**src/rtl/mem_port_arbiter_pkg.sv**
```systemverilog
// Shared encodings for the unified-memory port arbiter: access sizes, FSM states
// and requester ids.
package mem_arb_pkg;

  localparam logic [1:0] SZ_B = 2'b00;
  localparam logic [1:0] SZ_H = 2'b01;
  localparam logic [1:0] SZ_W = 2'b10;
  localparam logic [1:0] SZ_X = 2'b11;

  typedef enum logic [1:0] {
    ST_IDLE   = 2'd0,
    ST_ACCESS = 2'd1,
    ST_WAIT   = 2'd2,
    ST_RESP   = 2'd3
  } arb_state_t;

  localparam logic PORT_I = 1'b0;
  localparam logic PORT_D = 1'b1;

endpackage

```
**src/rtl/mem_lane_align.sv**
```systemverilog
// Byte-lane steering between a 32-bit memory word and a byte/half/word access:
// store byte enables and lane replication, load extraction and extension.
module mem_lane_align
  import mem_arb_pkg::*;
(
  input  logic [1:0]  size,
  input  logic [1:0]  offset,
  input  logic        is_unsigned,
  input  logic [31:0] wdata,
  input  logic [31:0] rdata,
  output logic [3:0]  be,
  output logic [31:0] wdata_rep,
  output logic [31:0] rdata_ext,
  output logic        misaligned
);

  logic [7:0]  lane_b;
  logic [15:0] lane_h;

  always_comb begin
    lane_b = rdata[7:0];
    case (offset)
      2'd1:    lane_b = rdata[15:8];
      2'd2:    lane_b = rdata[23:16];
      2'd3:    lane_b = rdata[31:24];
      default: lane_b = rdata[7:0];
    endcase
  end

  assign lane_h = offset[1] ? rdata[31:16] : rdata[15:0];

  always_comb begin
    be         = 4'b0000;
    wdata_rep  = wdata;
    rdata_ext  = rdata;
    misaligned = 1'b0;
    case (size)
      SZ_B: begin
        be        = 4'b0001 << offset;
        wdata_rep = {4{wdata[7:0]}};
        rdata_ext = {{24{~is_unsigned & lane_b[7]}}, lane_b};
      end
      SZ_H: begin
        be         = offset[1] ? 4'b1100 : 4'b0011;
        wdata_rep  = {2{wdata[15:0]}};
        rdata_ext  = {{16{~is_unsigned & lane_h[15]}}, lane_h};
        misaligned = offset[0];
      end
      SZ_W: begin
        be         = 4'b1111;
        misaligned = |offset;
      end
      default: misaligned = 1'b1;
    endcase
  end

endmodule

```
**src/rtl/mem_port_arbiter.sv**
```systemverilog
// Round-robin arbiter sharing one single-port memory between fetch (I) and load/store (D).
// state  | meaning
// IDLE   | accepting requests, grant is combinational
// ACCESS | mem_en strobe with registered address/enables/data
// WAIT   | down-counting read latency, capture steered data at zero
// RESP   | one-cycle rvalid to the owning port
module mem_port_arbiter
  import mem_arb_pkg::*;
#(
  parameter int ADDR_W = 10,
  parameter int RD_LAT = 1
) (
  input  logic              clk,
  input  logic              rst_n,
  input  logic              if_req,
  input  logic [31:0]       if_addr,
  output logic              if_gnt,
  output logic              if_rvalid,
  output logic [31:0]       if_rdata,
  input  logic              d_req,
  input  logic              d_we,
  input  logic [1:0]        d_size,
  input  logic              d_unsigned,
  input  logic [31:0]       d_addr,
  input  logic [31:0]       d_wdata,
  output logic              d_gnt,
  output logic              d_rvalid,
  output logic [31:0]       d_rdata,
  output logic              d_err,
  output logic              mem_en,
  output logic              mem_we,
  output logic [3:0]        mem_be,
  output logic [ADDR_W-1:0] mem_addr,
  output logic [31:0]       mem_wdata,
  input  logic [31:0]       mem_rdata
);

  arb_state_t state;
  logic       last_winner;
  logic       owner;
  logic       r_we;
  logic [1:0] r_size;
  logic [1:0] r_off;
  logic       r_uns;
  logic [1:0] wait_cnt;

  logic        win_d;
  logic        win_i;
  logic        is_idle;
  logic [1:0]  al_size;
  logic [1:0]  al_off;
  logic        al_uns;
  logic [3:0]  al_be;
  logic [31:0] al_wdata_rep;
  logic [31:0] al_rdata_ext;
  logic        al_mis;

  logic [2*(30-ADDR_W)+1:0] unused_addr;
  assign unused_addr = {if_addr[31:ADDR_W+2], if_addr[1:0], d_addr[31:ADDR_W+2]};

  // D wins alone, or on a tie when I went last
  assign is_idle = (state == ST_IDLE);
  assign win_d   = d_req & (~if_req | (last_winner == PORT_I));
  assign win_i   = if_req & ~win_d;
  assign if_gnt  = is_idle & win_i;
  assign d_gnt   = is_idle & win_d;

  // The aligner sees the live D request while granting, the registered one afterwards
  always_comb begin
    al_size = r_size;
    al_off  = r_off;
    al_uns  = r_uns;
    if (is_idle) begin
      al_size = win_d ? d_size : SZ_W;
      al_off  = win_d ? d_addr[1:0] : 2'b00;
      al_uns  = win_d & d_unsigned;
    end
  end

  mem_lane_align u_align (
    .size        (al_size),
    .offset      (al_off),
    .is_unsigned (al_uns),
    .wdata       (d_wdata),
    .rdata       (mem_rdata),
    .be          (al_be),
    .wdata_rep   (al_wdata_rep),
    .rdata_ext   (al_rdata_ext),
    .misaligned  (al_mis)
  );

  always_ff @(posedge clk or negedge rst_n) begin
    if (!rst_n) begin
      state       <= ST_IDLE;
      last_winner <= PORT_I;
      owner       <= PORT_I;
      r_we        <= 1'b0;
      r_size      <= SZ_B;
      r_off       <= 2'b00;
      r_uns       <= 1'b0;
      wait_cnt    <= 2'd0;
      if_rvalid   <= 1'b0;
      if_rdata    <= 32'd0;
      d_rvalid    <= 1'b0;
      d_rdata     <= 32'd0;
      d_err       <= 1'b0;
      mem_en      <= 1'b0;
      mem_we      <= 1'b0;
      mem_be      <= 4'b0000;
      mem_addr    <= '0;
      mem_wdata   <= 32'd0;
    end else begin
      mem_en    <= 1'b0;
      mem_we    <= 1'b0;
      if_rvalid <= 1'b0;
      d_rvalid  <= 1'b0;
      case (state)
        ST_IDLE: begin
          if (if_gnt || d_gnt) begin
            last_winner <= d_gnt ? PORT_D : PORT_I;
            owner       <= d_gnt ? PORT_D : PORT_I;
            r_we        <= d_gnt & d_we;
            r_size      <= al_size;
            r_off       <= al_off;
            r_uns       <= al_uns;
            mem_addr    <= d_gnt ? d_addr[ADDR_W+1:2] : if_addr[ADDR_W+1:2];
            mem_be      <= al_be;
            mem_wdata   <= al_wdata_rep;
            if (d_gnt && al_mis) begin
              state    <= ST_RESP;
              d_rvalid <= 1'b1;
              d_rdata  <= 32'd0;
              d_err    <= 1'b1;
            end else begin
              state  <= ST_ACCESS;
              mem_en <= 1'b1;
              mem_we <= d_gnt & d_we;
            end
          end
        end
        ST_ACCESS: begin
          if (r_we) begin
            state    <= ST_RESP;
            d_rvalid <= 1'b1;
            d_rdata  <= 32'd0;
            d_err    <= 1'b0;
          end else begin
            state    <= ST_WAIT;
            wait_cnt <= 2'(RD_LAT - 1);
          end
        end
        ST_WAIT: begin
          if (wait_cnt == 2'd0) begin
            state <= ST_RESP;
            if (owner == PORT_D) begin
              d_rvalid <= 1'b1;
              d_rdata  <= al_rdata_ext;
              d_err    <= 1'b0;
            end else begin
              if_rvalid <= 1'b1;
              if_rdata  <= al_rdata_ext;
            end
          end else begin
            wait_cnt <= wait_cnt - 2'd1;
          end
        end
        ST_RESP: state <= ST_IDLE;
        default: state <= ST_IDLE;
      endcase
    end
  end

  a_if_hold: assert property (@(posedge clk) disable iff (!rst_n) (if_req && !if_gnt) |=> if_req);
  a_d_hold:  assert property (@(posedge clk) disable iff (!rst_n) (d_req && !d_gnt) |=> d_req);

endmodule

```
**config.mk**
```make
export PLATFORM = sky130hd
export DESIGN_NAME = mem_port_arbiter
export DESIGN_NICKNAME = d
export VERILOG_FILES = /design/src/rtl/mem_port_arbiter_pkg.sv /design/src/rtl/mem_lane_align.sv /design/src/rtl/mem_port_arbiter.sv
export SDC_FILE = /design/constraint.sdc
export NUM_CORES = 1
export LEC_CHECK = 0
export BUFFER_PORTS_ARGS = -buffer_cell sky130_fd_sc_hd__buf_2
export CORE_UTILIZATION = 46
export CTS_BUF_LIST = sky130_fd_sc_hd__clkbuf_8
export CTS_CLUSTER_DIAMETER = 120
export CTS_CLUSTER_SIZE = 30
export DETAILED_ROUTE_END_ITERATION = 12
export PLACE_DENSITY = 0.9
export SLEW_MARGIN = 20
export SYNTH_ARGS = -nofsm -noshare
export SYNTH_HDL_FRONTEND = slang
export SYNTH_HIERARCHICAL = 1
export SYNTH_SLANG_ARGS = --single-unit
```
**constraint.sdc**
```tcl
create_clock -name clk -period 2.6 [get_ports clk]
set_input_delay 0 -clock clk [delete_from_list [all_inputs] [get_ports clk]]
set_output_delay 0 -clock clk [all_outputs]
set_load 0.05 [all_outputs]
```
==> results by group <==
Global route
  – Grt total ovfl: 0
  – Total global-route track usage: 27.1%
  – Vias in the first global route: 6,202
  – Met1 Track Usage GR: between 30% and 40%
  – Met2 GRT Util: 45.7%
  – Initial antenna violation count: 1
  – Grt met3 use: 7.47%
  – Busiest grt layer: met2
  – Pin count of the biggest net entering global routing: just under 80
  – First-pass GRT wire length: around 30,000 µm

STA
  – Final setup viols: 0
  – Fin. Hold Viols: 0
  – Least-Margin Pin Slew: between 0.7 and 0.8 ns
  – Worst Clk Skew: around 0.014 ns
  – Slew Limit Fails: 0
  – Final worst-path cycle share: 97.9%
  – F_max: ~390 MHz
  – Rel. slew slack: a little over 50%
  – Minimum clock period: about 2.5 ns
  – TNS Setup: 0 ns
  – Final worst setup slack: around 0.055 ns

Yosys
  – Yosys reg bits: around 130
  – Syn nets: approximately 750
  – XOR/XNOR share of the synthesized area: 0%
  – Largest family of logic cells by synthesized area: multiplexers
  – Post-Synth Adder-Cell Area: less than 1%
  – Number of synthesized flops with an enable pin: 0
  – Synthesized area: approximately 0.0066 mm²
  – Top FF cell, synth: dfrtp_1
  – Mux contribution to synthesized area: between 20% and 30%
  – Post-synthesis cell count: ~610
  – Synth Area in Compound Gates: ~12%
  – Synth warnings: 6
  – Simple-gate share of the synthesized area: under 10%
  – Post-synth cell types: 47
  – Sequential-to-total area share from yosys stat: between 40% and 50%
  – Syn Area/Cell: 10.9 µm²
  – Async set-reset flop share out of synthesis: between 90% and 100%

Finish
  – Final net count: 1,061
  – Ratio of cells with drive above 1 in the final layout: 43.0%
  – Syn-to-layout area delta: 41.5%
  – Core Util, Final: about two thirds
  – Final instance area: between 0.009 and 0.01 mm²

Place
  – I/O Buffers: 210
  – Placed Area: roughly 0.0079 mm²
  – DP HPWL: 12,700 µm
  – Placer Congestion: between 0.8 and 0.9
  – Setup WS pre-CTS: 0.00459 ns

CTS
  – H-Tree Depth: 4
  – Clock Latency Late Sink: 0.45 ns
  – Clock transition at the registers of the reported paths: around 0.070 ns
  – Max clock buf depth: 2
  – CTS tree: built
  – CTS Buf Count: 17
  – Clock root buffer: clkbuf_8
  – CTS sink cnt: around 130

Drt
  – DRC Markers: 0
  – Wirelength per Cell: about 17 µm
  – Initial drt markers: 440
  – DRT antenna net count: 0
  – Final wirelength: roughly 19,000 µm
  – Via/cell ratio: between 5 and 6
  – DR vias: approximately 6,000
  – Pre-Repair DR Iteration Count: 5

Worst setup path
  – Crit. End Element: flop
  – Crit start category: flop
  – Worst EP required: slightly below 3 ns
  – Crit path max fanout: 16
  – CP Class: reg2reg
  – Crit path DAT: ~2.9 ns

Floorplan
  – Die Height: between 100 and 150 µm
  – IO Pins: 253
  – Die area: about 0.015 mm²
  – Initial Utilization: approximately 47%
  – Core area: 0.0139 mm²
  – Row count: 43
  – Die X: approximately 120 µm

Pwr
  – Max rail drop VDD: 0.894 mV
  – Lkg Pwr: about 4.7 nW
  – Pwr dens: 1580 mW/mm²

Hold path
  – HP Class: in2reg

Run status
  – Run status: finished clean

Run
  – Max-Cap Viols: 0
synthesized netlist by cell type (2+ instances only):
master | count | share of area [%]
inv_1 | 45 | 2.6
nor2b_1 | 10 | 0.95
mux2_2 | 86 | 15
o21ai_0 | 24 | 1.8
buf_1 | 4 | 0.23
a211oi_1 | 2 | 0.23
a31oi_1 | 3 | 0.29
nand2_1 | 90 | 5.1
buf_2 | 15 | 1.1
a21oi_1 | 21 | 1.6
nor2_1 | 11 | 0.63
ha_1 | 5 | 0.95
a22oi_1 | 8 | 0.91
a21oi_2 | 10 | 1.3
mux2i_1 | 44 | 6.7
nand3_1 | 3 | 0.23
and3_1 | 10 | 0.95
o22a_1 | 2 | 0.27
dfrtp_1 | 126 | 48
buf_6 | 2 | 0.34
nand2b_1 | 5 | 0.48
o22ai_1 | 2 | 0.19
a221o_1 | 20 | 3.0
buf_4 | 11 | 1.3
and2_1 | 2 | 0.19
clkbuf_1 | 13 | 0.74
nor2_2 | 3 | 0.29
a21o_1 | 4 | 0.46
buf_12 | 3 | 0.91
a22o_1 | 4 | 0.53
power breakdown:
group	switching, mW	total (mW)	internal, mW
registers	0.487	3.37	2.88
clock network	0.759	1.73	0.969
logic	6.19	9.63	3.44
through the flow:
stage | std cells | hold slack (ns) | power (mW)
2_1_floorplan | 605 | -0.296 | 10.3
3_3_place_gp | 987 | 0.0837 | 12.3
3_5_place_dp | 987 | 0.0841 | 12.5
4_1_cts | 1111 | 0.00853 | 14.6
5_1_grt | 1111 | 0.0270 | 15.5
6_report | 1112 | 0.0467 | 14.7
cell families after synthesis:
kind of cell    count (synthesis)
mux                           131
flops                         126
buf+inv                        95
simple gates                  141
fa+ha+maj                       5
compound gates                107
layer usage:
metal,share of wire [%],wire (µm)
met1,40,7820
met2,50,9730
met3,6.8,1330
met4,2.9,570
met5,0,0
state kept, by name, indices dropped and copies added, names as in the netlist:
register,count
d_err,1
d_rdata,32
r_off,2
r_size,2
mem_we,1
state,2
if_rdata,32
r_uns,1
mem_wdata,32
mem_en,1
mem_be,4
r_we,1
owner,1
mem_addr,10
wait_cnt,2
if_rvalid,1
d_rvalid,1
worst paths after layout:
path,startpoint,endpoint,slack (ns),cells past startpoint
min in group asynchronous,rst_n,if_rdata[23],0.15,2
setup reg to reg,state[0],d_rdata[17],0.06,12
max in group asynchronous,rst_n,mem_addr[4],1.61,3
setup / recovery,state[0],d_rdata[17],0.06,12
hold / removal,mem_rdata[11],if_rdata[11],0.05,3
hold reg to reg,mem_wdata[12],mem_wdata[12],0.51,1
critical path, cell delays in order (launching register included):
cell	delay, ns
dfrtp_1	0.38
inv_1	0.12
ha_4	0.20
nand3_2	0.13
buf_4	0.17
o22a_2	0.29
nor3b_4	0.26
a22oi_4	0.12
and2_4	0.16
buf_12	0.15
a21oi_1	0.22
nand2_1	0.12
mux2i_1	0.17
layout make-up:
class,instances,area (µm²)
Antenna cell,1,2.50
Inverter,46,175
Sequential cell,126,3150
Fill cell,1010,4590
Clock buffer,19,262
Timing Repair Buffer,345,2340
Multi-Input combinational cell,384,3010
Clock inverter,11,128
Tap cell,180,225
placed cells by master, fill, tap and decap left out, drive strengths merged, types with 14 or more instances in the layout:
| cell type | instances |
|---|---|
| buf | 251 |
| dfrtp | 126 |
| dlygate4sd3 | 94 |
| nand2 | 90 |
| mux2 | 87 |
| inv | 50 |
| mux2i | 44 |
| a21oi | 31 |
| o21ai | 24 |
| a221o | 20 |
| clkbuf | 19 |
| nor2 | 14 |
timing repair:
item                                    4_1_cts  5_1_grt
resized for setup                             1       10
endpoints found under the hold margin       159        0
buffers inserted                              0        0
hold buffers                                 94        0
endpoints found under the setup margin        1       59
pin swaps                                     0        1
Power figures use the tool's default switching activity.
